**src/rtl/lc3b_types.sv**
```systemverilog
// Shared types for the LC-3b two-way set-associative cache controller.
package lc3b_types;

  localparam int unsigned NUM_WAYS = 2;

  typedef enum logic [1:0] {
    CHECK     = 2'd0,
    WRITEBACK = 2'd1,
    ALLOCATE  = 2'd2
  } cache_state_t;

  // One-hot per-way enable for the selected way.
  function automatic logic [NUM_WAYS-1:0] way_onehot(input logic way);
    way_onehot = {way, ~way};
  endfunction

endpackage

```
**src/rtl/cache_control.sv**
```systemverilog
// Two-way cache controller: hit service in CHECK, dirty-victim WRITEBACK,
// line fill in ALLOCATE. Outputs decode combinationally from state and inputs.
module cache_control
  import lc3b_types::*;
(
  input  logic       clk,
  input  logic       rst_n,
  input  logic       mem_read,
  input  logic       mem_write,
  output logic       mem_resp,
  input  logic       hit0,
  input  logic       hit1,
  input  logic       lru,
  input  logic       dirty_victim,
  input  logic       pmem_resp,
  output logic       pmem_read,
  output logic       pmem_write,
  output logic       way_select,
  output logic [1:0] load_way,
  output logic [1:0] set_dirty,
  output logic [1:0] clr_dirty,
  output logic       load_lru,
  output logic       lru_in,
  output logic       pmem_addr_sel,
  output logic       data_in_sel
);

  cache_state_t state_r;
  cache_state_t next_state_s;
  logic         request_s;
  logic         any_hit_s;
  logic         hit_way_s;

  // State register; reset abandons any line transfer in flight.
  always_ff @(posedge clk or negedge rst_n) begin
    if (!rst_n) begin
      state_r <= CHECK;
    end else begin
      state_r <= next_state_s;
    end
  end

  // Next-state and output decode; outputs are forced quiet while in reset.
  always_comb begin
    next_state_s  = state_r;
    mem_resp      = 1'b0;
    pmem_read     = 1'b0;
    pmem_write    = 1'b0;
    way_select    = 1'b0;
    load_way      = 2'b00;
    set_dirty     = 2'b00;
    clr_dirty     = 2'b00;
    load_lru      = 1'b0;
    lru_in        = 1'b0;
    pmem_addr_sel = 1'b0;
    data_in_sel   = 1'b0;
    request_s     = mem_read | mem_write;
    any_hit_s     = hit0 | hit1;
    hit_way_s     = ~hit0;

    if (!rst_n) begin
      next_state_s = CHECK;
    end else begin
      case (state_r)
        CHECK: begin
          if (request_s && any_hit_s) begin
            mem_resp   = 1'b1;
            way_select = hit_way_s;
            load_lru   = 1'b1;
            lru_in     = ~hit_way_s;
            // A simultaneous read and write is served as a write.
            if (mem_write) begin
              load_way    = way_onehot(hit_way_s);
              set_dirty   = way_onehot(hit_way_s);
              data_in_sel = 1'b1;
            end else begin
              data_in_sel = 1'b0;
            end
            next_state_s = CHECK;
          end else if (request_s) begin
            if (dirty_victim) begin
              next_state_s = WRITEBACK;
            end else begin
              next_state_s = ALLOCATE;
            end
          end else begin
            next_state_s = CHECK;
          end
        end
        WRITEBACK: begin
          pmem_write    = 1'b1;
          pmem_addr_sel = 1'b1;
          way_select    = lru;
          if (pmem_resp) begin
            next_state_s = ALLOCATE;
          end else begin
            next_state_s = WRITEBACK;
          end
        end
        ALLOCATE: begin
          pmem_read     = 1'b1;
          pmem_addr_sel = 1'b0;
          data_in_sel   = 1'b0;
          if (pmem_resp) begin
            load_way     = way_onehot(lru);
            clr_dirty    = way_onehot(lru);
            next_state_s = CHECK;
          end else begin
            next_state_s = ALLOCATE;
          end
        end
        default: begin
          next_state_s = CHECK;
        end
      endcase
    end
  end

endmodule
```
**config.mk**
```make
export PLATFORM = sky130hd
export DESIGN_NAME = cache_control
export DESIGN_NICKNAME = d
export VERILOG_FILES = /design/src/rtl/lc3b_types.sv /design/src/rtl/cache_control.sv
export SDC_FILE = /design/constraint.sdc
export NUM_CORES = 1
export LEC_CHECK = 0
export CAP_MARGIN = 30
export CORE_AREA = 4 4 41 43
export DETAILED_ROUTE_END_ITERATION = 6
export DIE_AREA = 0 0 45 47
export SLEW_MARGIN = 40
export SYNTH_ARGS = -nofsm -noshare
export SYNTH_HDL_FRONTEND = slang
export SYNTH_SLANG_ARGS = --single-unit
```
**constraint.sdc**
```tcl
create_clock -name clk -period 1.2 [get_ports clk]
set_input_delay 0.18 -clock clk [delete_from_list [all_inputs] [get_ports clk]]
set_output_delay 0.18 -clock clk [all_outputs]
set_load 0.02 [all_outputs]
```
==> flow_summary_export.csv, run 1 <==
group,metric,value,unit
sta,worst_clock_skew,0.005314,ns
logic_synthesis,syn-num-nets,40,
placed_design,dp_hpwl,733.9,um
logic_synthesis,synth_compound_area_share,16.51,%
logic_synthesis,synthAdderAreaFrac,0,%
finish,antenna_cells,0,
floorplanning,pin_count,23,
power_and_ir_drop,swShare,32.91,%
sta,holdWs,0.1778,ns
global_route,antenna_found_initial,0,
worst_setup_path,critPathTopFamily,"simple AND/OR/NAND/NOR gates",
global_route,overflow,0,
finish,nFillCells,135,
power_and_ir_drop,p_seq_share,16.7,%
floorplanning,die_h,47,um
floorplanning,num_rows,13,
clock_network,htree_levels,1,
logic_synthesis,post_synth_num_cell_types,20,
clock_network,clkLatencyLatePin,0.23,ns
floorplanning,start_util,20.38,%
logic_synthesis,yosysWarnings,0,
route,drtIter0Drc,1,
power_and_ir_drop,p_int,0.3032,mW
power_and_ir_drop,p_per_area,626.0,nW/um2
route,drc,0,
power_and_ir_drop,leakagePower,0.3492,nW
logic_synthesis,synthesis.area,265.3,um2
run_status,violations,"setup timing",
placed_design,place_congestion,0.7618,
clock_network,clk_pin_slew,0.04,ns
placed_design,io_buffers,22,
worst_setup_path,cp-end-kind,"output port",
worst_setup_path,critPathArrivalTime,1.40,ns
floorplanning,dieArea,2115,um2
route,routed_wl,971,um
sta,fin_tns_setup,-4.095,ns
placed_design,place_ws,-0.9469,ns
sta,setup_viol,15,
floorplanning,fp.coreArea,1301,um2
sta,slew_violations,0,
logic_synthesis,syn_inst,31,
power_and_ir_drop,power.switching,0.1488,mW
finish,multiInputGateArea,276.5,um2
clock_network,clockRootBuffer,"clkbuf_4",
route,dr.pass1.iters,4,
sta,period_share,131.5,%
finish,drive_above_1_share,76.47,%
power_and_ir_drop,p_clk_share,35.5,%
logic_synthesis,synth_seq_cells,2,
worst_setup_path,startpoint_type,"flip-flop",
worst_setup_path,cp_slowest_stage_delay,0.42,ns
global_route,grt_pass1_wl,1531,um
power_and_ir_drop,vdd_drop_max,365.5,uV
global_route,first_global_vias,376,
logic_synthesis,syn_area_per_cell,8.557,um2
worst_setup_path,rrSetupSlack,-0.05,ns
clock_network,tritoncts,"yes",
run_status,status,"finished with violations",
floorplanning,die_w,45,um
worst_setup_path,worstPathRequired,1.02,ns
job,drv_cap,0,
logic_synthesis,yosys.area_share.xor_xnor,0,%
finish,largest-register,"state_r",
clock_network,clockBufferDepth,2,
finish,regArea,52.55,um2
worst_setup_path,path_max_fanout,3,
clock_network,cts_hold_buf,0,
logic_synthesis,synth_mux_area_share,0,%
worst_setup_path,worst-setup-path-type,"flip-flop to output port",
sta,fmax,633.6,MHz
logic_synthesis,synth_top_family_by_area,"simple AND/OR/NAND/NOR gates",
finish,largest_reg_flops,2,
power_and_ir_drop,combPwrFrac,47.8,%
finish,layout_common_cells,"buf_4 (14), buf_6 (13), clkdlybuf4s50_1 (4)",
global_route,track_usage,10.28,%
worst_setup_path,path_cells,"nor4bb_4 -> and2_4 -> a31o_4 -> buf_6",
logic_synthesis,synth-seq-area-share,18.87,%
route,vias,377,
sta,finalHoldViolations,0,
logic_synthesis,synth-simple-area-share,50.47,%
route,ant_nets,0,
worst_setup_path,crit_slowest_cell,"dfrtp_2",
finish,fin_nets,79,
route,wl_per_cell,11.70,um
sta,rsz0062_at_grt,"yes",
hold_path,min_path_type,"primary input to asynchronous set/reset pin",
sta,timing.final.ws_setup,-0.3784,ns
finish,reg.largest.list,"state_r (2)",
clock_network,numClockSinks,2,
clock_network,numCtsBuffers,3,
route,vias_per_cell,4.542,
sta,relSlewSlack,80.48,%
finish,final_common_cell,"buf_4",
sta,worst_pin_slew,0.2928,ns
global_route,grt_max_degree,6,
worst_setup_path,crit_buf_inv,1,
sta,post-route-min-period,1.578,ns
finish,area_delta_synth_final,172.2,%
-- metrics by stage --
step | total power, mW | area (um2) | utilization, % | std cells
after CTS | 0.4435 | 699.4 | 53.75 | 82
after global routing | 0.4818 | 721.9 | 55.48 | 83
after floorplan | 0.1716 | 331.6 | - | 31
after global placement | 0.2755 | 649.4 | 49.90 | 79
final | 0.4520 | 721.9 | 55.48 | 83
after detailed placement | 0.2762 | 649.4 | 49.90 | 79
-- kinds of logic after synthesis --
| logic type | after synthesis |
|---|---|
| simple gates | 18 |
| buf+inv | 6 |
| compound gates | 5 |
| flops | 2 |
-- metal layers --
layer	share of wire (%)	GRT usage [%]	vias to the layer above
li1	-	-	187
met1	35	10.05	167
met2	54	19.21	21
met3	10	2.299	2
met4	0.82	7.018	0
met5	0	0	-
-- cell type report --
cell class / count / share of cell area, %
well taps: 15 / 2.600
clock buffers: 3 / 3.120
flip-flops and latches: 2 / 7.279
inverters: 3 / 1.560
repair buffers: 37 / 47.14
multi-input cells: 23 / 38.30
-- cells in the mapped netlist --
master / count / area share [%]
a22o_1: 1 / 3.3
a31o_2: 2 / 6.6
a32o_1: 1 / 3.8
and2_1: 2 / 4.7
and2_2: 1 / 2.8
and3_1: 1 / 2.4
buf_4: 2 / 5.7
buf_6: 1 / 4.2
dfrtp_1: 2 / 19
inv_1: 3 / 4.2
nand2_1: 1 / 1.4
nand2b_4: 1 / 5.2
nand4b_1: 1 / 3.3
nor2_1: 4 / 5.7
nor2b_1: 2 / 4.7
nor3_2: 1 / 3.8
nor4_1: 2 / 4.7
nor4bb_4: 1 / 9.4
o31ai_1: 1 / 2.8
or2_1: 1 / 2.4
-- power by group through the flow --
stage	Clock (mW)	Sequential [mW]	Combinational, mW
floorplan	0	0.0738	0.0978
CTS	0.156	0.0760	0.211
global route	0.175	0.0762	0.230
global placement	0	0.0757	0.200
detailed placement	0	0.0756	0.201
finish	0.161	0.0755	0.216
-- repair_timing --
action,4_1_cts,5_1_grt
buffers inserted,0,3
gates resized for setup,90,5
pin swaps,10,6
setup endpoints to repair,16,16
-- path summary, 6_finish.rpt --
path                       startpoint  depth (start not counted)     endpoint
setup / recovery           state_r[1]                          4  load_way[1]
hold / removal                  rst_n                          2   state_r[1]
setup reg to reg           state_r[0]                          6   state_r[0]
hold reg to reg            state_r[0]                          3   state_r[1]
max in group asynchronous       rst_n                          2   state_r[0]
min in group clk                 hit0                          4   state_r[1]
(Power assumes the default switching activity.)
==> run 2, diff against run 1 <==
--- a/config.mk
+++ b/config.mk
@@ -9,7 +9,7 @@
 export CORE_AREA = 4 4 41 43
 export DETAILED_ROUTE_END_ITERATION = 6
 export DIE_AREA = 0 0 45 47
-export SLEW_MARGIN = 40
+export SLEW_MARGIN = 20
 export SYNTH_ARGS = -nofsm -noshare
 export SYNTH_HDL_FRONTEND = slang
 export SYNTH_SLANG_ARGS = --single-unit
==> results of run 2 <==
The final DEF is identical to that of run 1; final timing and power are the same.
